[src/rtl/nios_tester_pkg.sv]
// rtl/nios_tester_pkg.sv - shared constants for the tester pin debouncer
// Synchroniser depth follows NIOS_TESTER_SYNC3_EN (3 stages when defined, else 2).
package nios_tester_pkg;

  localparam int PIN_COUNT              = 32;
  localparam int CNT_W                  = 8;
  localparam int DEFAULT_TICK_DIV       = 1000;
  localparam int DEFAULT_DEBOUNCE_TICKS = 16;

`ifdef NIOS_TESTER_SYNC3_EN
  localparam int SYNC_STAGES = 3;
`else
  localparam int SYNC_STAGES = 2;
`endif

  typedef logic [CNT_W-1:0]     cnt_t;
  typedef logic [PIN_COUNT-1:0] pins_t;

endpackage

[src/rtl/nios_tester_debounce_bit.sv]
// rtl/nios_tester_debounce_bit.sv - one pin: synchroniser, stable level and tick counter
// Synchroniser depth set by NIOS_TESTER_SYNC3_EN through nios_tester_pkg.
module nios_tester_debounce_bit
  import nios_tester_pkg::*;
#(
  parameter int   DEBOUNCE_TICKS = DEFAULT_DEBOUNCE_TICKS,
  parameter logic RESET_BIT      = 1'b0
) (
  input  logic clk,
  input  logic reset_n,
  input  logic pin,
  input  logic tick,
  output logic stable,
  output logic update
);

  localparam cnt_t CNT_LAST = cnt_t'(DEBOUNCE_TICKS - 1);

  logic [SYNC_STAGES-1:0] sync_q;
  logic                   sync;
  cnt_t                   cnt;

  always_ff @(posedge clk or negedge reset_n) begin
    if (!reset_n) begin
      sync_q <= {SYNC_STAGES{RESET_BIT}};
    end else begin
      sync_q <= {sync_q[SYNC_STAGES-2:0], pin};
    end
  end

  assign sync   = sync_q[SYNC_STAGES-1];
  assign update = (sync != stable) && tick && (cnt == CNT_LAST);

  // Any return to the stable level throws away the partial count.
  always_ff @(posedge clk or negedge reset_n) begin
    if (!reset_n) begin
      stable <= RESET_BIT;
      cnt    <= '0;
    end else if (sync == stable) begin
      cnt <= '0;
    end else if (tick) begin
      if (cnt == CNT_LAST) begin
        stable <= sync;
        cnt    <= '0;
      end else begin
        cnt <= cnt + cnt_t'(1);
      end
    end
  end

endmodule

[src/rtl/nios_tester_pin_debounce.sv]
// rtl/nios_tester_pin_debounce.sv - 32-pin synchroniser/debouncer feeding the NIOS PIO in_port
// Synchroniser depth selected by NIOS_TESTER_SYNC3_EN (see nios_tester_pkg).
module nios_tester_pin_debounce
  import nios_tester_pkg::*;
#(
  parameter int    TICK_DIV       = DEFAULT_TICK_DIV,
  parameter int    DEBOUNCE_TICKS = DEFAULT_DEBOUNCE_TICKS,
  parameter pins_t RESET_VAL      = '0
) (
  input  logic        clk,
  input  logic        reset_n,
  input  logic [31:0] pins_in,
  output logic [31:0] pins_out,
  output logic        changed
);

  localparam int DIV_W = (TICK_DIV > 1) ? $clog2(TICK_DIV) : 1;
  localparam logic [DIV_W-1:0] DIV_LAST = DIV_W'(TICK_DIV - 1);

  logic [DIV_W-1:0] div;
  logic             tick;
  pins_t            update;
  pins_t            stable;

  assign tick = (div == DIV_LAST);

  // Shared prescaler; with TICK_DIV of 1 the counter sits at 0 and ticks every clock.
  always_ff @(posedge clk or negedge reset_n) begin
    if (!reset_n) begin
      div <= '0;
    end else if (tick) begin
      div <= '0;
    end else begin
      div <= div + DIV_W'(1);
    end
  end

  for (genvar i = 0; i < PIN_COUNT; i++) begin : g_bit
    nios_tester_debounce_bit #(
      .DEBOUNCE_TICKS (DEBOUNCE_TICKS),
      .RESET_BIT      (RESET_VAL[i])
    ) u_bit (
      .clk     (clk),
      .reset_n (reset_n),
      .pin     (pins_in[i]),
      .tick    (tick),
      .stable  (stable[i]),
      .update  (update[i])
    );
  end

  assign pins_out = stable;

  // Registered alongside stable so the pulse lines up with the new pins_out value.
  always_ff @(posedge clk or negedge reset_n) begin
    if (!reset_n) begin
      changed <= 1'b0;
    end else begin
      changed <= |update;
    end
  end

endmodule

[config.mk]
export PLATFORM = sky130hd
export DESIGN_NAME = nios_tester_pin_debounce
export DESIGN_NICKNAME = d
export VERILOG_FILES = /design/src/rtl/nios_tester_pkg.sv /design/src/rtl/nios_tester_debounce_bit.sv /design/src/rtl/nios_tester_pin_debounce.sv
export SDC_FILE = /design/constraint.sdc
export NUM_CORES = 1
export LEC_CHECK = 0
export ABC_AREA = 1
export CORE_ASPECT_RATIO = 1.75
export CORE_MARGIN = 4
export CORE_UTILIZATION = 44
export CTS_BUF_LIST = sky130_fd_sc_hd__clkbuf_4 sky130_fd_sc_hd__clkbuf_8 sky130_fd_sc_hd__clkbuf_16
export CTS_CLUSTER_SIZE = 16
export DETAILED_ROUTE_END_ITERATION = 10
export PLACE_DENSITY = 0.68
export SLEW_MARGIN = 20
export SYNTH_ARGS = -nofsm -noshare
export SYNTH_HDL_FRONTEND = slang
export SYNTH_HIERARCHICAL = 1
export SYNTH_SLANG_ARGS = --single-unit
[constraint.sdc]
create_clock -name clk -period 8.2 [get_ports clk]
set_clock_uncertainty 0.2 [all_clocks]
set_input_delay 1.64 -clock clk [delete_from_list [all_inputs] [get_ports clk]]
set_output_delay 1.64 -clock clk [all_outputs]
set_load 0.1 [all_outputs]
==> impl_metrics.ini <==
[clock_network]
cts.sinks = 363
hold_buffers = 0
clkTransAtPathRegs_ps = 70
cts-root-buf = clkbuf_16
cts_setup_buffers = 0
clkLatencyLatePin_ps = 540
clk_path_buf_depth = 3
cts_tree = built
cts_max_level = 2
cts_resized = 0
cts-buffers-inserted = 37

[cells_and_area]
final_cell_mix = nand2_1 (820), inv_1 (427), dfrtp_1 (363)
layout.nets = 2677
stdcell_count = 3201
drive_above_1_share_pct = 7.81
area_growth_pct = 14.7
fin_util_pct = 51.1
n_fill_cell = 3923
design_area_um2 = 21800
final_common_cell = nand2_1

[setup_path]
crit_chain = clkdlybuf4s50_1
r2r-start = div[0]$_DFF_PN0_
r2r_slack_ps = 4650
critPathMaxFanout = 4
slowest_stage = clkdlybuf4s50_1
worst-path-stages = 1
critPathRequiredTime_ps = 6360
reg2regPathDepth = 14
critical-path-top-delay-family = buffers and inverters
cp.arrival_ps = 2150
cp-startpoint = g_bit[1].u_bit/stable$_DFFE_PN0P_
worstSetupStartpointType = flip-flop
cp-endpoint = pins_out[1]
max_stage_delay_ps = 1210
crit_type = flip-flop to primary output
cp-end-kind = primary output
r2r-end = changed$_DFF_PN0_
critPathBufInv = 1

[synthesis]
synth_cell_types = 17
ys_top_cells_by_area = dfrtp_1 (48%), nand2_1 (16%), inv_1 (8.5%)
ys_seq_area_share_pct = 47.8
yosysWarningCount = 6
synth_top_area_share_pct = 47.8
synth-seq-cells = 363
synthCells = 2501
synth_nets = 2568
syn_area_um2 = 19000
yosysTopAreaCell = dfrtp_1
avgSynthCellArea_um2 = 7.60

[place]
dp_hpwl_um = 28900
place_area_um2 = 20400
place_congestion = 0.871
portBuffers = 66
placedCellCount = 3132
place_ws_ps = 4710

[status]
status = finished, final reports clean

[sta]
fmaxAchievable_mhz = 251
hold_violations = 0
rsz0062_at_grt = false
timing_worst_slew_pin_value_ps = 1050
relSlewSlack_pct = 29.6
fin_crit_ps = 3990
fin_ws_ps = 4210
finalCritPeriodShare_pct = 48.6
fin_tns_setup_ps = 0
slew_violations = 0
finalSetupViolCount = 0

[worst_hold_path]
hp-class = flip-flop to flip-flop

[detailed_routing]
drtPass1Iterations = 6
drcViolationCount = 0
post_drt_via_cell_ratio = 4.89
drt_iter0_markers = 665
vias = 15664
drt-wirelength-per-cell_um = 12.4
routed_wirelength_um = 39700
ant_nets = 0

[die]
chipHeight_um = 283
ios = 67
start_util_pct = 44.6
die_w_um = 165
rows = 100
core_region_area_um2 = 42700
fp.dieArea_um2 = 46700

[global_route]
grt_overflow_total = 0
antenna_found_initial = 1
grt_pass1_vias = 15962
track_usage_pct = 17.4
grt_max_degree = 172
grt_pass1_wl_um = 69400

[power]
p_leak_nw = 11.4
ir_worst_vdd_mv = 0.177
powerDensity_nw_per_um2 = 174

[job]
drv_cap = 0
[sequential cells by signal, summed over array words and instances, names as in the netlist]
name / count
g_bit.u_bit/cnt: 256
g_bit.u_bit/sync_q: 64
g_bit.u_bit/stable: 32
div: 10
changed: 1
[synthesized netlist by cell type (all sizes together)]
| cell type | count |
|---|---|
| nand2 | 821 |
| nand3b | 1 |
| nor2 | 230 |
| nand3 | 327 |
| nor3 | 1 |
| o21bai | 32 |
| dfrtp | 363 |
| xor2 | 66 |
| o21ai | 128 |
| nand4 | 5 |
| a21oi | 34 |
| nor3b | 32 |
| ha | 33 |
| inv | 428 |
[worst min-delay path by stage]
stage | start | depth (start not counted) | end
after detailed placement | g_bit[26].u_bit/sync_q[0]$_DFF_PN0_ | 0 | g_bit[26].u_bit/sync_q[1]$_DFF_PN0_
final | g_bit[22].u_bit/sync_q[0]$_DFF_PN0_ | 0 | g_bit[22].u_bit/sync_q[1]$_DFF_PN0_
after global routing | g_bit[12].u_bit/sync_q[0]$_DFF_PN0_ | 0 | g_bit[12].u_bit/sync_q[1]$_DFF_PN0_
after global placement | g_bit[26].u_bit/sync_q[0]$_DFF_PN0_ | 0 | g_bit[26].u_bit/sync_q[1]$_DFF_PN0_
after floorplan | g_bit[0].u_bit/sync_q[0]$_DFF_PN0_ | 0 | g_bit[0].u_bit/sync_q[1]$_DFF_PN0_
after CTS | g_bit[11].u_bit/sync_q[0]$_DFF_PN0_ | 0 | g_bit[11].u_bit/sync_q[1]$_DFF_PN0_
[kinds of logic after synthesis]
| group | synth area share (%) |
|---|---|
| simple gates | 33.0 |
| buf+inv | 8.45 |
| flops | 47.8 |
| compound gates | 5.53 |
| xor+xnor | 3.04 |
| fa+ha+maj | 2.17 |
[per-stage QoR]
stage	power (mW)	hold slack (ps)
6_report	3.80	147
5_1_grt	3.95	152
4_1_cts	3.88	150
3_5_place_dp	1.95	136
3_3_place_gp	1.94	132
2_1_floorplan	1.88	131
[area by class of cell]
class / instances / area [µm²] / share of cell area (%)
Sequential cell: 363 / 9080 / 41.7
Multi-Input combinational cell: 1710 / 8320 / 38.1
Inverter: 428 / 1610 / 7.38
Clock buffer: 52 / 1120 / 5.12
Timing Repair Buffer: 70 / 708 / 3.25
Tap cell: 561 / 702 / 3.22
Clock inverter: 16 / 265 / 1.22
Antenna cell: 1 / 2.50 / 0.0115
[worst register-to-register path, stage by stage, from the launching register on]
cell and delay [ps]:
dfrtp_1 370, ha_1 190, nand2_1 110, inv_1 120, nand3_1 180, inv_4 660
buf_4 740, nand3_1 320, inv_1 120, nand2_1 90, inv_1 70, nor2_1 40
nand4_1 170, nor2_1 60, nand2_1 60
[power by group]
part           total, mW  internal (mW)  switching, mW  leakage (nW)
sequential          1.81           1.81        0.00699          4.91
combinational     0.0941         0.0240         0.0700          5.82
clock               1.89           1.18          0.716         0.690
total               3.80           3.01          0.794          11.4
[metal layers]
layer	vias to the layer above	part of all wire [%]	track usage, %	wire length (µm)
met1	7392	40	19.0	15700
met4	0	3.5	6.81	1380
met2	204	54	33.3	21400
met3	79	2.8	2.25	1110
met5	-	0	0	0
li1	7989	-	-	-
(Power assumes the default switching activity.)
